`src/rtl/mem_arb_pkg.sv`:
```
// rtl/mem_arb_pkg.sv - shared types and constants for the memory-port arbiter
// Contents: FSM state enum, grant encoding, default address/line widths.
package mem_arb_pkg;

    localparam int ADDR_W_DEF = 28;
    localparam int LINE_W_DEF = 128;

    typedef enum logic [1:0] {
        IDLE    = 2'd0,
        SERVE_I = 2'd1,
        SERVE_D = 2'd2,
        RESP    = 2'd3
    } arb_state_e;

    typedef enum logic {
        GNT_I = 1'b0,
        GNT_D = 1'b1
    } arb_gnt_e;

endpackage

```
`src/rtl/mem_arbiter_ctrl_if.sv`:
```
// rtl/mem_arbiter_ctrl_if.sv - cache-side and memory-side bus of the memory-port arbiter
// Signals: i_req/i_addr/i_ack/i_rdata (I-cache), d_req/d_wen/d_addr/d_wdata/d_ack/d_rdata
// (D-cache), mem_read/mem_write/mem_addr/mem_wdata/mem_rdata/mem_ready (memory).
// Modports: slave = arbiter side, master = caches plus memory model.
interface mem_arbiter_ctrl_if
    import mem_arb_pkg::*;
#(
    parameter int ADDR_W = ADDR_W_DEF,
    parameter int LINE_W = LINE_W_DEF
) ();

    logic              i_req;
    logic [ADDR_W-1:0] i_addr;
    logic              i_ack;
    logic [LINE_W-1:0] i_rdata;

    logic              d_req;
    logic              d_wen;
    logic [ADDR_W-1:0] d_addr;
    logic [LINE_W-1:0] d_wdata;
    logic              d_ack;
    logic [LINE_W-1:0] d_rdata;

    logic              mem_read;
    logic              mem_write;
    logic [ADDR_W-1:0] mem_addr;
    logic [LINE_W-1:0] mem_wdata;
    logic [LINE_W-1:0] mem_rdata;
    logic              mem_ready;

    modport slave (
        input  i_req, i_addr, d_req, d_wen, d_addr, d_wdata, mem_rdata, mem_ready,
        output i_ack, i_rdata, d_ack, d_rdata, mem_read, mem_write, mem_addr, mem_wdata
    );

    modport master (
        output i_req, i_addr, d_req, d_wen, d_addr, d_wdata, mem_rdata, mem_ready,
        input  i_ack, i_rdata, d_ack, d_rdata, mem_read, mem_write, mem_addr, mem_wdata
    );

endinterface

```
`src/rtl/mem_arb_rr.sv`:
```
// rtl/mem_arb_rr.sv - two-requester round-robin pick
// Ports: req[0]=I, req[1]=D; last_grant = requester served most recently;
// valid = any request; gnt = chosen requester (meaningful only when valid).
module mem_arb_rr
    import mem_arb_pkg::*;
(
    input  logic [1:0] req,
    input  arb_gnt_e   last_grant,
    output logic       valid,
    output arb_gnt_e   gnt
);

    always_comb begin
        valid = |req;
        gnt   = GNT_I;
        case (req)
            2'b01:   gnt = GNT_I;
            2'b10:   gnt = GNT_D;
            // On a tie the requester that was not served last wins.
            2'b11:   gnt = (last_grant == GNT_I) ? GNT_D : GNT_I;
            default: gnt = GNT_I;
        endcase
    end

endmodule

```
`src/rtl/mem_arbiter_ctrl.sv`:
```
// rtl/mem_arbiter_ctrl.sv - shares the off-chip memory port between I-cache and D-cache misses
// Ports: clk, rst (sync, active-high), bus (mem_arbiter_ctrl_if.slave), stall (pipeline
// freeze while any miss is pending), perf_stall_cnt (stall-cycle counter).
// Optional feature: MEM_ARB_PERF_EN builds the saturating stall counter; otherwise the
// counter output is tied to zero.
module mem_arbiter_ctrl
    import mem_arb_pkg::*;
#(
    parameter int ADDR_W = ADDR_W_DEF,
    parameter int LINE_W = LINE_W_DEF
) (
    input  logic                clk,
    input  logic                rst,
    mem_arbiter_ctrl_if.slave   bus,
    output logic                stall,
    output logic [31:0]         perf_stall_cnt
);

    arb_state_e        state_q, state_d;
    arb_gnt_e          gnt_q;
    arb_gnt_e          last_q;
    logic              wen_q;
    logic [ADDR_W-1:0] addr_q;
    logic [LINE_W-1:0] wdata_q;
    logic [LINE_W-1:0] i_rdata_q;
    logic [LINE_W-1:0] d_rdata_q;

    logic              pick_valid;
    arb_gnt_e          pick;

    mem_arb_rr u_rr (
        .req        ({bus.d_req, bus.i_req}),
        .last_grant (last_q),
        .valid      (pick_valid),
        .gnt        (pick)
    );

    wire grant_now = (state_q == IDLE) && pick_valid;

    always_ff @(posedge clk) begin
        if (rst) state_q <= IDLE;
        else     state_q <= state_d;
    end

    always_comb begin
        state_d       = state_q;
        bus.mem_read  = 1'b0;
        bus.mem_write = 1'b0;
        bus.i_ack     = 1'b0;
        bus.d_ack     = 1'b0;
        case (state_q)
            IDLE: begin
                if (pick_valid) state_d = (pick == GNT_D) ? SERVE_D : SERVE_I;
            end
            SERVE_I: begin
                bus.mem_read = 1'b1;
                if (bus.mem_ready) state_d = RESP;
            end
            SERVE_D: begin
                bus.mem_read  = ~wen_q;
                bus.mem_write = wen_q;
                if (bus.mem_ready) state_d = RESP;
            end
            RESP: begin
                bus.i_ack = (gnt_q == GNT_I);
                bus.d_ack = (gnt_q == GNT_D);
                state_d   = IDLE;
            end
            default: state_d = IDLE;
        endcase
    end

    // Grant-time capture of the request fields, line capture on completion,
    // and round-robin history update once the response has been delivered.
    always_ff @(posedge clk) begin
        if (rst) begin
            gnt_q     <= GNT_I;
            last_q    <= GNT_I;
            wen_q     <= 1'b0;
            addr_q    <= '0;
            wdata_q   <= '0;
            i_rdata_q <= '0;
            d_rdata_q <= '0;
        end else begin
            if (grant_now) begin
                gnt_q <= pick;
                if (pick == GNT_D) begin
                    wen_q   <= bus.d_wen;
                    addr_q  <= bus.d_addr;
                    wdata_q <= bus.d_wdata;
                end else begin
                    wen_q  <= 1'b0;
                    addr_q <= bus.i_addr;
                end
            end
            if (state_q == SERVE_I && bus.mem_ready) begin
                i_rdata_q <= bus.mem_rdata;
            end
            // A write-back returns no line, so d_rdata keeps its last fill.
            if (state_q == SERVE_D && bus.mem_ready && !wen_q) begin
                d_rdata_q <= bus.mem_rdata;
            end
            if (state_q == RESP) begin
                last_q <= gnt_q;
            end
        end
    end

    assign bus.mem_addr  = addr_q;
    assign bus.mem_wdata = wdata_q;
    assign bus.i_rdata   = i_rdata_q;
    assign bus.d_rdata   = d_rdata_q;

    // Held requests mark outstanding misses; reset masks them so the pipeline
    // is never frozen while it is being reset.
    assign stall = ~rst & (bus.i_req | bus.d_req);

`ifdef MEM_ARB_PERF_EN
    logic [31:0] perf_q;

    always_ff @(posedge clk) begin
        if (rst) begin
            perf_q <= '0;
        end else if (stall && perf_q != 32'hFFFF_FFFF) begin
            perf_q <= perf_q + 32'd1;
        end
    end

    assign perf_stall_cnt = perf_q;
`else
    assign perf_stall_cnt = 32'd0;
`endif

endmodule

```
`src/flat_wrapper.sv`:
```
// flat-port wrapper written by rule: the top's interface ports become plain ports
module mem_arbiter_ctrl_flat import mem_arb_pkg::*;
#(
    parameter int ADDR_W = ADDR_W_DEF,
    parameter int LINE_W = LINE_W_DEF
)
  (clk, rst, stall, perf_stall_cnt, bus_i_req, bus_i_addr, bus_d_req, bus_d_wen, bus_d_addr, bus_d_wdata, bus_mem_rdata, bus_mem_ready, bus_i_ack, bus_i_rdata, bus_d_ack, bus_d_rdata, bus_mem_read, bus_mem_write, bus_mem_addr, bus_mem_wdata);
  mem_arbiter_ctrl_if #(.ADDR_W(ADDR_W), .LINE_W(LINE_W)) bus_i ();
  input  logic clk;
  input  logic rst;
  output logic stall;
  output logic [31:0] perf_stall_cnt;
  input wire logic [$bits(bus_i.i_req)-1:0] bus_i_req;
  input wire logic [$bits(bus_i.i_addr)-1:0] bus_i_addr;
  input wire logic [$bits(bus_i.d_req)-1:0] bus_d_req;
  input wire logic [$bits(bus_i.d_wen)-1:0] bus_d_wen;
  input wire logic [$bits(bus_i.d_addr)-1:0] bus_d_addr;
  input wire logic [$bits(bus_i.d_wdata)-1:0] bus_d_wdata;
  input wire logic [$bits(bus_i.mem_rdata)-1:0] bus_mem_rdata;
  input wire logic [$bits(bus_i.mem_ready)-1:0] bus_mem_ready;
  output wire logic [$bits(bus_i.i_ack)-1:0] bus_i_ack;
  output wire logic [$bits(bus_i.i_rdata)-1:0] bus_i_rdata;
  output wire logic [$bits(bus_i.d_ack)-1:0] bus_d_ack;
  output wire logic [$bits(bus_i.d_rdata)-1:0] bus_d_rdata;
  output wire logic [$bits(bus_i.mem_read)-1:0] bus_mem_read;
  output wire logic [$bits(bus_i.mem_write)-1:0] bus_mem_write;
  output wire logic [$bits(bus_i.mem_addr)-1:0] bus_mem_addr;
  output wire logic [$bits(bus_i.mem_wdata)-1:0] bus_mem_wdata;
  assign bus_i.i_req = bus_i_req;
  assign bus_i.i_addr = bus_i_addr;
  assign bus_i.d_req = bus_d_req;
  assign bus_i.d_wen = bus_d_wen;
  assign bus_i.d_addr = bus_d_addr;
  assign bus_i.d_wdata = bus_d_wdata;
  assign bus_i.mem_rdata = bus_mem_rdata;
  assign bus_i.mem_ready = bus_mem_ready;
  assign bus_i_ack = bus_i.i_ack;
  assign bus_i_rdata = bus_i.i_rdata;
  assign bus_d_ack = bus_i.d_ack;
  assign bus_d_rdata = bus_i.d_rdata;
  assign bus_mem_read = bus_i.mem_read;
  assign bus_mem_write = bus_i.mem_write;
  assign bus_mem_addr = bus_i.mem_addr;
  assign bus_mem_wdata = bus_i.mem_wdata;
  mem_arbiter_ctrl #(.ADDR_W(ADDR_W), .LINE_W(LINE_W)) u_core (.clk(clk), .rst(rst), .bus(bus_i), .stall(stall), .perf_stall_cnt(perf_stall_cnt));
endmodule
```
`config.mk`:
```
export PLATFORM = sky130hd
export DESIGN_NAME = mem_arbiter_ctrl_flat
export DESIGN_NICKNAME = d
export VERILOG_FILES = /design/src/rtl/mem_arb_pkg.sv /design/src/rtl/mem_arbiter_ctrl_if.sv /design/src/rtl/mem_arb_rr.sv /design/src/rtl/mem_arbiter_ctrl.sv /design/src/flat_wrapper.sv
export SDC_FILE = /design/constraint.sdc
export NUM_CORES = 1
export LEC_CHECK = 0
export ABC_CLOCK_PERIOD_IN_PS = 1900
export CAP_MARGIN = 20
export CORE_AREA = 4 4 293 295
export CTS_CLUSTER_DIAMETER = 120
export DETAILED_ROUTE_END_ITERATION = 10
export DIE_AREA = 0 0 297 299
export SYNTH_ARGS = -nofsm -noshare
export SYNTH_HDL_FRONTEND = slang
export SYNTH_SLANG_ARGS = --single-unit
```
`constraint.sdc`:
```
create_clock -name clk -period 1.9 [get_ports clk]
set_clock_uncertainty 0.05 [all_clocks]
set_input_delay 0.19 -clock clk [delete_from_list [all_inputs] [get_ports clk]]
set_output_delay 0.19 -clock clk [all_outputs]
set_load 0.02 [all_outputs]
```
Yosys cells after proc, flatten, opt, wreduce, memory -nomap -nowiden
Index checks and enable logic that the tools add are counted.
- eq/ne operators: 7
- mux-type cells: 12
- bitwise gates (word level): 5
- reductions and logical operators: 10
- operators with widths (kind ; count):
    $mux 28 ; 1
    $eq 2x2->1 const B ; 4
    $mux 2 ; 3
    $pmux 2 s3 ; 1
    $mux 1 ; 5
    $logic_and 1x1->1 ; 4
    $ne 2x1->1 const B ; 2
    $pmux 1 s2 ; 2
    $reduce_and 2->1 ; 2
    $reduce_or 2->1 ; 2
    $not 1->1 ; 3
    $eq 2x1->1 const B ; 1
    $logic_not 2->1 ; 1
    $and 1x1->1 ; 1
    $logic_not 1->1 ; 1
    $or 1x1->1 ; 1
- bits in registers: 417
- input port bits: 318
- output and inout port bits: 449
- word-level logic and storage cells: 42

Depth between registers and ports, before layout
- word-level depth: 5
- gate-level depth with buffers: 7
- gate-level depth less buffers: 5

By module
A second synthesis with hierarchy kept.
- cells, all modules: 1870
- area, all modules: 14988.1 um2
- modules (own cells, without submodules) (module ; times used ; cells each ; area an instance (um2) ; seq. area each (um2)):
    mem_arbiter_ctrl ; 1 ; 1868 ; 14974.4 ; 8348.0
    mem_arb_rr ; 1 ; 2 ; 13.8 ; 0.0

Worst setup path before layout
Ideal clock, no wire load.
- kind: reg2reg
- from: register u_core.state_q[0]
- to: register u_core.wdata_q[107] (netlist: u_core.bus.mem_wdata[107])
- setup time: 70 ps
- arrival: 1397 ps
- data required time: 1780 ps
- setup slack: 382 ps
- stages on the path, launching flop included: 8
- buffers on the path: 2
- clock period less this slack: 1518 ps
- cells stage by stage: dfxtp_1 inv_1 ha_1 inv_2 clkbuf_1 buf_1 o21ai_0 a21oi_1
- word-level cells in the longest chain between the ends: 3
- ends and longest elaborated chain (item ; RTL line ; RTL):
    start, declared ; mem_arbiter_ctrl.sv:19 ; arb_state_e state_q, state_d;
    start signal, assigned ; mem_arbiter_ctrl.sv:42 ; else state_q <= state_d;
    $logic_not 2->1 ; mem_arbiter_ctrl.sv:38 ; wire grant_now = (state_q == IDLE) && pick_valid;
    $logic_and 1x1->1 ; mem_arbiter_ctrl.sv:38 ;
    $reduce_and 2->1 (no line) ; n/a ;
    end signal, assigned ; mem_arbiter_ctrl.sv:90 ; wdata_q <= bus.d_wdata;
    end, declared ; mem_arbiter_ctrl.sv:24 ; logic [LINE_W-1:0] wdata_q;
No other way between the ends.
A chain may end at the register's enable or synchronous reset.

Final worst setup path
- from: register u_core.d_rdata_q[90] (netlist: u_core.bus.d_rdata[90])
- to: output bus_d_rdata[90]
- RTL lines (item ; RTL line ; RTL):
    start, declared ; mem_arbiter_ctrl.sv:26 ; logic [LINE_W-1:0] d_rdata_q;
    start signal, assigned ; mem_arbiter_ctrl.sv:101 ; d_rdata_q <= bus.mem_rdata;
    end, declared ; flat_wrapper.sv:24 ; output wire logic [$bits(bus_i.d_rdata)-1:0] bus_d_rdata;
No word-level cell between the ends.

==> metrics.yaml <==
fin_crit_ps: 1830
r2r-start: "u_core.state_q[1]$_SDFFE_PP0P_"
core_area_sq_um: 83200
min_from: "rst"
netlist_instances: 1924
seq_area_frac_synth: 0.546
synth.most_common_cell: "nand2_1"
grt_overflow_total: 0
drt_iter0_drc: 763
syn_area_sq_um: 15300
core.rowCount: 106
grt_max_degree: 129
filler_cell_count: 8900
dieArea_sq_um: 88800
routedWlPerCell_um: 17.9
hold_path_class: "primary input to flip-flop"
vias: 16000
setup_viol_count_final: 0
cts_htree_levels: 2
grt_pass1_vias: 15600
clock_path_buffers: 3
synth_top_family_by_area: "compound AO/OA/AOI/OAI gates"
design_area_sq_um: 25800
gp_congestion: 0.826
clkLatencyLatePin_ps: 570
grt_usage: 0.142
clkSinkCount: 417
clk_pin_slew_ps: 60
cp.arrival_ps: 1590
ys_async_sr_fraction: 0
post-place-ws_ps: -55.9
yosysTopAreaCell: "dfxtp_1"
die_x_um: 297
start_util: 0.184
muxShareOfSynthArea: 0.000655
yosys-top-cells-area: "dfxtp_1, a21oi_1, nand2_1"
critPathKind: "flip-flop to output port"
synth_edf_count: 0
die_h_um: 299
port_buffers: 734
dp_hpwl_mm: 50.2
cp_top_family: "buffers and inverters"
synth_cell_types: 29
drv_cap: 0
post-route-util: 0.311
synth_area_per_cell_sq_um: 7.94
num_antenna_cells: 0
cts_buffers: 49
crit_chain: "clkdlybuf4s50_1"
max_freq_mhz: 546
relSlewSlack: 0.458
synth-xor-area-share: 0
io_pins: 767
power.leakage_nw: 9.22
start_kind: "flip-flop"
synthAdderAreaFrac: 0.00327
finalWirelength_mm: 67.3
drive_gt1_frac: 0.0739
first_pass_iters: 7
synthFlopType: "dfxtp_1"
multi_input_area_sq_um: 6080
drc: 0
cts.root.buffer_cell: "clkbuf_16"
seq_area_sq_um: 8350
ys.warnings.count: 0
synth-seq-cells: 417
via_per_inst: 4.25
antenna_found_initial: 7
rsz0062_at_grt: "yes"
end_kind: "output port"
outcome: "finished, final reports clean"
nets: 2967
slowest_stage: "clkdlybuf4s50_1"
cts_tree: "done"
finalCritPeriodShare: 0.964
grt_pass1_wl_mm: 98.8
worstMarginPinSlew_ps: 810
path_max_fanout: 2
synth_top_cells_by_count: "nand2_1, a21oi_1, dfxtp_1"
ant_nets: 0
layout_setup_ws_ps: 68.1
area_growth_syn_to_layout_pct: 69.1
yosys.area_share.simple: 0.180
place_area_sq_um: 24200
synth_top_area_frac: 0.546
hold_viol_final: 0
path_buf_inv: 1
required_ps: 1660
max-vdd-ir-drop_mv: 0.880
power_density_nw_per_um2: 1210
drv_slew: 0
cpPeakStageDelay_ps: 660
startpoint: "u_core.bus.d_rdata[90]$_SDFFE_PP0P_"
synth_compound_area_frac: 0.202
power breakdown:
| part | switching, W | total, W | internal (W) |
|---|---|---|---|
| Combinational | 0.00646 | 0.0113 | 0.00482 |
| Clock | 0.00378 | 0.00926 | 0.00547 |
| Sequential | 0.000714 | 0.0108 | 0.0101 |
metal layers:
metal  track usage  share of wire
met4        0.0376          0.024
met1         0.163           0.39
met5             0        0.00019
met3        0.0451          0.086
met2         0.253           0.50
what timing repair did:
item	4_1_cts	5_1_grt
buffers inserted	0	0
gates resized for setup	48	11
endpoints found under the hold margin	19	0
endpoints found under the setup margin	29	10
pin swaps	1	0
hold buffers	2	0
sequential cells by signal (all words and copies together) (netlist names):
register	flops
u_core.bus.mem_addr	28
u_core.bus.d_rdata	128
u_core.last_q	1
u_core.bus.i_rdata	128
u_core.wen_q	1
u_core.state_q	2
u_core.bus.mem_wdata	128
u_core.gnt_q	1
cells by family (layout without fill, tap and decap cells):
logic type | count (synthesis) | in the layout
and+or+nand+nor | 685 | 685
AOI/OAI and AO/OA | 609 | 609
DFF | 417 | 417
buffers and inverters | 207 | 933
adders and majority gates | 4 | 4
other | 1 | 32
muxes | 1 | 1
path summary, 6_finish.rpt:
| check | slack [ps] | depth (start not counted) | end |
|---|---|---|---|
| setup reg to reg | 180 | 7 | u_core.bus.mem_wdata[3]$_SDFFE_PP0P_ |
| setup / recovery | 70 | 1 | bus_d_rdata[90] |
| hold reg to reg | 400 | 2 | u_core.bus.d_rdata[113]$_SDFFE_PP0P_ |
| hold / removal | 50 | 4 | u_core.bus.mem_addr[27]$_SDFFE_PP0P_ |
per-stage QoR:
stage	setup TNS, ps	hold WS, ps	total power (W)	std cells
floorplan	0	274	0.0163	1955
global placement	-130	391	0.0224	3672
detailed placement	-1080	395	0.0224	3672
CTS	0	21.4	0.0319	3761
global route	-0.830	42.1	0.0330	3761
finish	0	52.4	0.0314	3761
layout by cell type (no fill, tap or decap), types with 3 or more instances in the layout:
cell type | Yosys | final
dlygate4sd2_1 | 0 | 24
buf_4 | 42 | 79
conb_1 | 1 | 32
clkbuf_16 | 0 | 49
inv_1 | 4 | 3
nor2_1 | 7 | 7
buf_2 | 63 | 3
nand2_1 | 542 | 541
clkinv_2 | 0 | 6
buf_12 | 0 | 26
o21ai_0 | 157 | 156
a21oi_1 | 443 | 443
clkbuf_8 | 0 | 15
dlymetal6s2s_1 | 0 | 8
nand3_1 | 128 | 128
clkdlybuf4s50_1 | 0 | 697
dfxtp_1 | 417 | 415
clkbuf_1 | 78 | 13
final cells by class:
type / instances / share of cell area
multi-input cells: 1331 / 0.235
inverters: 5 / 0.000775
well taps: 1080 / 0.0523
clock inverters: 10 / 0.00387
flip-flops and latches: 417 / 0.323
repair buffers: 841 / 0.327
clock buffers: 77 / 0.0573
No activity file was read; power rests on OpenSTA's default activity.
